<file path="src/rtl/uart_tx_8n1.sv">
// 8N1 UART transmitter: 1 start, 8 data bits LSB-first, 1 stop bit.
// Ports: clk, rstn (sync, active-high), data[7:0], start -> ready, tx.
module uart_tx_8n1 #(
  parameter int BAUD = 434
) (
  input  logic       clk,
  input  logic       rstn,
  input  logic [7:0] data,
  input  logic       start,
  output logic       ready,
  output logic       tx
);

  localparam int CW = (BAUD > 2) ? $clog2(BAUD) : 1;
  localparam logic [CW-1:0] LAST = CW'(BAUD - 1);
  localparam logic [CW-1:0] ONE  = CW'(1);

  localparam logic [2:0] S_IDLE  = 3'd0;
  localparam logic [2:0] S_START = 3'd1;
  localparam logic [2:0] S_DATA  = 3'd2;
  localparam logic [2:0] S_STOP  = 3'd3;

  logic [2:0]    state;
  logic [CW-1:0] cnt;
  logic [2:0]    idx;
  logic [7:0]    shift;
  logic          bit_end;
  logic [2:0]    idx_nx;

  assign bit_end = (cnt == LAST);
  assign idx_nx  = idx + 3'd1;

  // tx and ready are registered so the line never glitches.
  always_ff @(posedge clk) begin
    if (rstn) begin
      state <= S_IDLE;
      cnt   <= '0;
      idx   <= '0;
      shift <= '0;
      tx    <= 1'b1;
      ready <= 1'b1;
    end else begin
      case (state)
        S_IDLE: begin
          tx    <= 1'b1;
          ready <= 1'b1;
          cnt   <= '0;
          if (start) begin
            shift <= data;
            state <= S_START;
            tx    <= 1'b0;
            ready <= 1'b0;
          end
        end
        S_START: begin
          if (bit_end) begin
            cnt   <= '0;
            idx   <= '0;
            state <= S_DATA;
            tx    <= shift[0];
          end else begin
            cnt <= cnt + ONE;
          end
        end
        S_DATA: begin
          if (bit_end) begin
            cnt <= '0;
            if (idx == 3'd7) begin
              state <= S_STOP;
              tx    <= 1'b1;
            end else begin
              idx <= idx_nx;
              tx  <= shift[idx_nx];
            end
          end else begin
            cnt <= cnt + ONE;
          end
        end
        S_STOP: begin
          if (bit_end) begin
            cnt   <= '0;
            state <= S_IDLE;
            tx    <= 1'b1;
            ready <= 1'b1;
          end else begin
            cnt <= cnt + ONE;
          end
        end
        default: begin
          // unused encodings fall back to a quiet idle line
          state <= S_IDLE;
          cnt   <= '0;
          idx   <= '0;
          tx    <= 1'b1;
          ready <= 1'b1;
        end
      endcase
    end
  end

endmodule

</file>
<file path="config.mk">
export PLATFORM = sky130hd
export DESIGN_NAME = uart_tx_8n1
export DESIGN_NICKNAME = d
export VERILOG_FILES = /design/src/rtl/uart_tx_8n1.sv
export SDC_FILE = /design/constraint.sdc
export NUM_CORES = 1
export LEC_CHECK = 0
export ABC_AREA = 1
export CAP_MARGIN = 25
export CORE_MARGIN = 5
export CORE_UTILIZATION = 58
export CTS_CLUSTER_SIZE = 28
export DETAILED_ROUTE_END_ITERATION = 6
export PLACE_DENSITY = 0.91
export SYNTH_ARGS = -nofsm -noshare
export SYNTH_HDL_FRONTEND = slang
export SYNTH_SLANG_ARGS = --single-unit
</file>
<file path="constraint.sdc">
create_clock -name clk -period 2.9 [get_ports clk]
set_input_delay 0.58 -clock clk [delete_from_list [all_inputs] [get_ports clk]]
set_output_delay 0.58 -clock clk [all_outputs]
set_load 0.005 [all_outputs]
</file>
==> results.toml, run 1 <==
[global_route]
grtUsageTotal_pct = 15.8
grt_max_degree = 15
grt_pass1_vias = 971
antenna_found_initial = 0
grt-ovfl-total = 0
grt_pass1_wl_mm = 3.95

[floorplan]
die_w_um = 55.4
start_util_pct = 60.9
core-area_sq_um = 1960
die_h_um = 55.4
io_pins = 13
row_count = 16
die_area_sq_um = 3070

[critical_path]
ff2ff_setup_slack_ns = 1.24
cpPeakStageDelay_ns = 0.51
arrival_ns = 1.21
path_max_fanout = 2
timing.rr.end = "state[1]"
crit_path_end = "ready"
worstPathCellList = "clkdlybuf4s50_1"
cp_slowest_cell = "clkdlybuf4s50_1"
crit_buf_inv = 1
rr_startpoint = "state[0]"
timing.critical_path.from = "ready"
ff2ff_path_depth = 7
cp.depth = 1
path_delay_family = "buffers and inverters"
worst-setup-path-type = "reg2out"
critPathCaptureType = "primary output"
cp.required_ns = 2.32
crit_path_start_kind = "register"

[cts]
postCtsSetupRepairBufs = 0
cts_tree = "yes"
clockRootBuffer = "clkbuf_4"
clk_pin_slew_ns = 0.14
numCtsBuffers = 3
htreeDepth = 1
cts-hold-fix-buffers = 0
clk_path_buf_depth = 2
clock_latency_ns = 0.32
numClockSinks = 24
ctsResizeCount = 0

[logic_synthesis]
avgSynthCellArea_sq_um = 7.66
syn_inst = 156
synth.net_count = 177
yosysSeqAreaShare_pct = 40.2
synthesis.area_sq_um = 1190
yosysWarnings = 0
synth_seq_cells = 24
yosysUniqueCellTypes = 26

[timing]
slew_viol_final = 0
period_minus_slack_ns = 1.79
skew_ns = 0.00992
tns_ns = 0
tightestPinTransition_ns = 0.295
hold_viol = 0
fmax_ghz = 0.558
holdWs_ns = 0.481
post-route-period-util_pct = 61.7
final-setup-viol-count = 0
rsz0062_at_grt = "no"
slew_headroom_pct = 80.3

[final_layout]
area_growth_pct = 17.3
nFillCells = 164
nNetsFinal = 194
antennaDiodeCount = 0
layout-drive-gt1-share_pct = 8.14

[route]
detail-route-antenna-nets = 0
drt-pass1-iter-count = 4
route.detailed.drc = 0
vias = 1037
routed_wl_mm = 2.34
drt-initial-drc-count = 36
vias_per_cell = 5.21
wl_per_cell_um = 11.7

[placed_design]
dp_hpwl_mm = 1.79
gp_congestion = 0.750
io_buffer_count = 12

[power_and_ir_drop]
vdd_ir_drop_max_mv = 0.732
powerDensity_nw_per_um2 = 786
p_leak_nw = 0.574

[status]
outcome = "finished, final reports clean"

[worst_hold_path]
hold_path.class = "reg2reg"
hold_start = "idx[2]"

[run]
cap_violations = 0
## worst min path at each step
stage / depth (start not counted) / end / slack (ns)
after floorplan: 1 / cnt[0] / 0.43
after global placement: 1 / cnt[0] / 0.45
after detailed placement: 2 / idx[2] / 0.46
after CTS: 2 / idx[2] / 0.48
after global routing: 2 / idx[2] / 0.50
final: 2 / idx[2] / 0.48
## kinds of logic after synthesis
family	synth area share (%)
buffers and inverters	5.34
AND/OR/NAND/NOR	30.3
flip-flops	40.2
AO/OA/AOI/OAI	13.7
adder cells (fa/ha/maj)	10.5
## flip-flops by register name, summed over array words and instances, names as in the netlist
signal,count
cnt,9
shift,8
idx,3
state,2
ready,1
tx,1
## synth_stat cells
| master | count | area [sq um] |
|---|---|---|
| a211oi_1 | 1 | 7.51 |
| a21oi_1 | 9 | 45.0 |
| a21oi_2 | 2 | 17.5 |
| a31oi_1 | 1 | 6.26 |
| clkinv_1 | 1 | 3.75 |
| dfxtp_1 | 24 | 480 |
| ha_1 | 10 | 125 |
| inv_1 | 16 | 60.1 |
| nand2_1 | 27 | 101 |
| nand2_2 | 4 | 25.0 |
| nand3_1 | 9 | 45.0 |
| nand3_2 | 1 | 10.0 |
| nand3b_1 | 1 | 7.51 |
| nand4_1 | 5 | 31.3 |
| nor2_1 | 23 | 86.3 |
| nor3_1 | 2 | 10.0 |
| nor3_2 | 1 | 10.0 |
| nor3b_1 | 3 | 22.5 |
| o211ai_1 | 1 | 7.51 |
| o21ai_0 | 9 | 45.0 |
| o21ai_1 | 1 | 5.00 |
| o21ai_4 | 1 | 16.3 |
| o21bai_1 | 1 | 7.51 |
| o22ai_1 | 1 | 6.26 |
| or2_1 | 1 | 6.26 |
| or2_2 | 1 | 6.26 |
## tightest hold or removal path, stage by stage (launching register included)
cell and delay [ns]:
dfxtp_1 0.34, nand2_1 0.06, a21oi_1 0.06
## through the flow
stage / setup slack [ns] / power [mW] / utilization (%) / instance area (sq um) / std cells
6_report: 1.11 / 1.10 / 71.4 / 1400 / 199
5_1_grt: 1.07 / 1.18 / 71.4 / 1400 / 199
4_1_cts: 1.10 / 1.11 / 71.4 / 1400 / 199
3_5_place_dp: 1.04 / 0.862 / 68.8 / 1350 / 195
3_3_place_gp: 1.07 / 0.843 / 68.8 / 1350 / 195
2_1_floorplan: 1.42 / 0.749 / - / 1190 / 156
## per-layer routing
layer / part of all wire, % / GRT usage, % / vias up / routed length [um]
met5: 0 / 0 / - / 0
met4: 1.8 / 7.99 / 0 / 41
met3: 3.4 / 2.56 / 5 / 79
met2: 49 / 27.4 / 24 / 1150
met1: 46 / 18.7 / 459 / 1060
li1: - / - / 549 / -
## power by group
| part | total (mW) | switching, mW | internal (mW) |
|---|---|---|---|
| combinational | 0.421 | 0.254 | 0.167 |
| clock | 0.245 | 0.105 | 0.140 |
| sequential | 0.436 | 0.0458 | 0.390 |
| total | 1.10 | 0.405 | 0.698 |
## area by class of cell
type	instances	area [sq um]	area share [%]
inverters	17	63.8	4.55
clock inverters	1	30.0	2.14
well taps	27	33.8	2.41
flip-flops and latches	24	480	34.3
clock buffers	3	22.5	1.61
multi-input cells	115	651	46.4
repair buffers	12	120	8.57
## placed cells by master, fill, tap and decap left out, drive strengths merged, types with 2 or more instances in the layout
master and count:
nor2 23, or2 2, nand3 10, dfxtp 24, a21oi 11, nand2 31, inv 16, nand4 5
o21ai 11, nor3b 3, clkbuf 3, ha 10, nor3 3, clkdlybuf4s50 12
Note: power is estimated with default switching activity, not from simulation.
==> run 2: changes to the inputs <==
CORE_UTILIZATION = 49   (was 58)
PLACE_DENSITY = 0.83   (was 0.91)
clock period = 1.5 ns   (was 2.9 ns; I/O delays follow)
==> results.toml, run 2 (synthesis results as in run 1) <==
[final_layout]
multi_input_area_sq_um = 676
fin_util_pct = 65.3
largest_reg_flops = 9
largest-register = "cnt"
nNetsFinal = 200
nFillCells = 180
antennaDiodeCount = 0
final_cell_mix = "nand2_1 (27), nor2_1 (22), dfxtp_1 (19)"
design_area_sq_um = 1490
reg_top3 = "cnt (9), shift (8), idx (3)"
final_common_cell = "nand2_1"
final_cells = 206
layout-drive-gt1-share_pct = 19.1
area_growth_pct = 24.4
seq_area_sq_um = 489

[cts]
cts_tree = "yes"
htreeDepth = 1
numCtsBuffers = 3
clk_path_buf_depth = 2
numClockSinks = 24
clk_pin_slew_ns = 0.14
clockRootBuffer = "clkbuf_4"
clock_latency_ns = 0.33

[floorplan]
core-area_sq_um = 2280
die_w_um = 59.4
row_count = 17
die_h_um = 59.4
start_util_pct = 52.5
io_pins = 13
die_area_sq_um = 3530

[run]
cap_violations = 0

[critical_path]
path_max_fanout = 5
worst-setup-path-type = "reg2reg"
arrival_ns = 1.65
critPathCaptureType = "register"
crit_path_start_kind = "register"
cp.required_ns = 1.72

[timing]
hold_viol = 0
period_minus_slack_ns = 1.43
holdWs_ns = 0.456
post-route-period-util_pct = 95.4
slew_headroom_pct = 81.7
tightestPinTransition_ns = 0.274
slew_viol_final = 0
fmax_ghz = 0.699
setup_slack_ns = 0.0687
skew_ns = 0.0122
final-setup-viol-count = 0

[route]
wl_met3_um = 140
drt-initial-drc-count = 57
route.detailed.drc = 0
m1WireLength_mm = 1.09
highest_layer = "met4"
wl_per_cell_um = 12.8
routed_wl_mm = 2.64
detail-route-antenna-nets = 0
route.met2.wl_mm = 1.35
vias = 1110
vias_per_cell = 5.39
drt-pass1-iter-count = 4

[power_and_ir_drop]
p_leak_nw = 0.618
vdd_ir_drop_max_mv = 1.06
powerDensity_nw_per_um2 = 1530

[placed_design]
dpl_cell_area_sq_um = 1390
placed_cells = 201
io_buffer_count = 12
dp_slack_ns = -0.0575
gp_congestion = 0.926
dp_hpwl_mm = 1.92

[global_route]
grt_pass1_wl_mm = 4.33
grt_pass1_vias = 1094
grtUsageTotal_pct = 15.9
antenna_found_initial = 0
grt_max_degree = 15
grt-ovfl-total = 0

[worst_hold_path]
hold_path.class = "reg2reg"

[status]
outcome = "finished, final reports clean"
[run 2: cell count changes in the layout (fill, tap and decap cells not counted), sizes merged]
cell	change
buf	+6
dlymetal6s2s	+2
clkdlybuf4s50	-2
[run 2: final timing paths]
path              startpoint       end  slack [ns]  cells after the start
setup / recovery    state[1]  state[1]        0.07                      7
hold reg to reg       cnt[0]    cnt[0]        0.46                      1
hold / removal        cnt[0]    cnt[0]        0.46                      1
setup reg to reg    state[1]  state[1]        0.07                      7
[run 2: report_power, final]
| group | total [mW] | internal, mW | switching, mW |
|---|---|---|---|
| Combinational | 0.952 | 0.396 | 0.556 |
| Sequential | 0.856 | 0.771 | 0.0856 |
| Clock | 0.467 | 0.271 | 0.196 |
| Total | 2.28 | 1.44 | 0.838 |
[run 2: repair_timing]
item | CTS | global route
cloned | 0 | 0
hold buffers | 0 | 0
pin swaps | 1 | 6
gates resized for setup | 5 | 13
buffers inserted | 0 | 1
endpoints found under the setup margin | 7 | 11
[run 2: worst max-delay path, cell delays in order, from the launching register on]
cell     delay (ns)
dfxtp_4        0.39
inv_2          0.05
ha_2           0.18
or2_4          0.27
o21ai_4        0.21
nand2_2        0.10
nand2_1        0.08
a21oi_2        0.06
[run 2: metrics by stage]
step,setup TNS [ns],power [mW]
floorplan,0,1.45
global placement,0,1.68
detailed placement,-0.180,1.73
CTS,0,2.23
global route,-0.000890,2.43
finish,0,2.28
[run 2: cell type report]
type | instances | area share [%]
clock buffers | 3 | 1.52
clock inverters | 1 | 2.02
multi-input cells | 115 | 45.5
well taps | 28 | 2.36
inverters | 17 | 4.29
flip-flops and latches | 24 | 32.9
repair buffers | 18 | 11.4
[run 2: routing by layer]
metal / vias to the layer above / track usage (%)
li1: 562 / -
met1: 504 / 15.9
met2: 31 / 29.6
met3: 13 / 3.92
met4: 0 / 8.41
met5: - / 0
==> run 3: changes to the inputs <==
CTS_CLUSTER_SIZE = 14   (was 28)
SETUP_SLACK_MARGIN = 0.2   (was default)
SLEW_MARGIN = 20   (was default)
==> results.toml, run 3 (synthesis results as in run 1) <==
[floorplan]
start_util_pct = 52.5
io_pins = 13
die_h_um = 59.4
die_w_um = 59.4
core-area_sq_um = 2280
row_count = 17
die_area_sq_um = 3530

[final_layout]
largest_reg_flops = 9
final_cell_mix = "nand2_1 (21), nor2_1 (20), dfxtp_1 (15)"
nNetsFinal = 204
largest-register = "cnt"
final_common_cell = "nand2_1"
final_cells = 210
antennaDiodeCount = 0
reg_top3 = "cnt (9), shift (8), idx (3)"
area_growth_pct = 37.4
layout-drive-gt1-share_pct = 33.0

[worst_hold_path]
hold_start = "cnt[0]"
hold_path.class = "reg2reg"

[cts]
clock_latency_ns = 0.33
numClockSinks = 24
cts-hold-fix-buffers = 0
clk_path_buf_depth = 2
htreeDepth = 1
numCtsBuffers = 3
cts_tree = "yes"
clk_pin_slew_ns = 0.13
clockRootBuffer = "clkbuf_4"

[critical_path]
rr_startpoint = "state[0]"
path_max_fanout = 5
cp.required_ns = 1.74
worst-setup-path-type = "reg2reg"
ff2ff_setup_slack_ns = 0.09
cp_slowest_cell = "dfxtp_4"
timing.critical_path.from = "state[0]"
cpPeakStageDelay_ns = 0.41
arrival_ns = 1.65
crit_path_start_kind = "register"
critPathCaptureType = "register"
crit_top_cell = "nand2_2"
worstPathCellList = "inv_4 -> ha_4 -> or2_4 -> o21ai_4 -> nand2_2 -> nand2_2 -> a21oi_2"

[global_route]
grtUsageTotal_pct = 15.9
grt_pass1_wl_mm = 4.30
grt-ovfl-total = 0
antenna_found_initial = 0
grt_pass1_vias = 1073
grt_max_degree = 14

[timing]
period_minus_slack_ns = 1.41
skew_ns = 0.0112
post-route-period-util_pct = 93.7
tns_ns = 0
slew_headroom_pct = 83.3
tightestPinTransition_ns = 0.250
fmax_ghz = 0.712
hold_viol = 0
slew_viol_final = 0
rsz0062_at_grt = "yes"
final-setup-viol-count = 0

[power_and_ir_drop]
p_leak_nw = 0.669
vdd_ir_drop_max_mv = 1.03
powerDensity_nw_per_um2 = 1430

[route]
route.detailed.drc = 0
vias_per_cell = 5.40
routed_wl_mm = 2.77
drt-initial-drc-count = 27
wl_per_cell_um = 13.2
detail-route-antenna-nets = 0
vias = 1133
drt-pass1-iter-count = 4

[placed_design]
placed_cells = 199
dp_hpwl_mm = 1.90
io_buffer_count = 12
gp_congestion = 0.915

[run]
cap_violations = 0

[status]
outcome = "finished, final reports clean"
-- run 3: cell type report --
class / count / area (sq um)
inverter: 17 / 68.8
clock buffer: 4 / 26.3
sequential: 24 / 499
multi-input combinational: 115 / 816
fill: 169 / 634
timing repair buffer: 22 / 196
tap: 28 / 35.0
-- run 3: layer usage --
metal	up-vias	GRT usage (%)	wire, um
met5	-	0	0
li1	569	-	-
met2	24	28.7	1490
met3	9	2.83	85
met1	531	17.2	1120
met4	0	9.06	82
-- run 3: final timing paths --
| path | to | depth (start not counted) |
|---|---|---|
| min reg2reg | cnt[0] | 1 |
| max reg2reg | state[1] | 7 |
| min | cnt[0] | 1 |
| max | state[1] | 7 |
-- run 3: where the power goes --
| part | leakage (nW) | switching [mW] | internal (mW) |
|---|---|---|---|
| clock | 0.0150 | 0.198 | 0.104 |
| combinational | 0.454 | 0.647 | 0.516 |
| sequential | 0.200 | 0.101 | 0.778 |
-- run 3: timing repair --
item	in CTS	in global routing
setup endpoints to repair	18	17
endpoints found under the hold margin	0	0
buffers inserted	5	2
gates cloned	0	0
pin swaps	9	9
resized for setup	11	37
-- run 3: critical path, delay by kind of cell, from the launching register on --
kind | cells | cell delay [ns]
compound gates | 2 | 0.26
fa+ha+maj | 1 | 0.15
buf+inv | 1 | 0.05
flops | 1 | 0.41
simple gates | 3 | 0.45
-- run 3: through the flow --
step / util [%] / area, sq um / hold slack [ns] / setup WS (ns) / total power [mW]
2_1_floorplan: - / 1230 / 0.353 / 0.185 / 1.53
3_3_place_gp: 61.7 / 1400 / 0.452 / 0.108 / 1.73
3_5_place_dp: 61.7 / 1400 / 0.461 / 0.0311 / 1.78
4_1_cts: 65.1 / 1480 / 0.447 / 0.121 / 2.15
5_1_grt: 72.1 / 1640 / 0.484 / 0.0416 / 2.52
6_report: 72.1 / 1640 / 0.463 / 0.0948 / 2.34
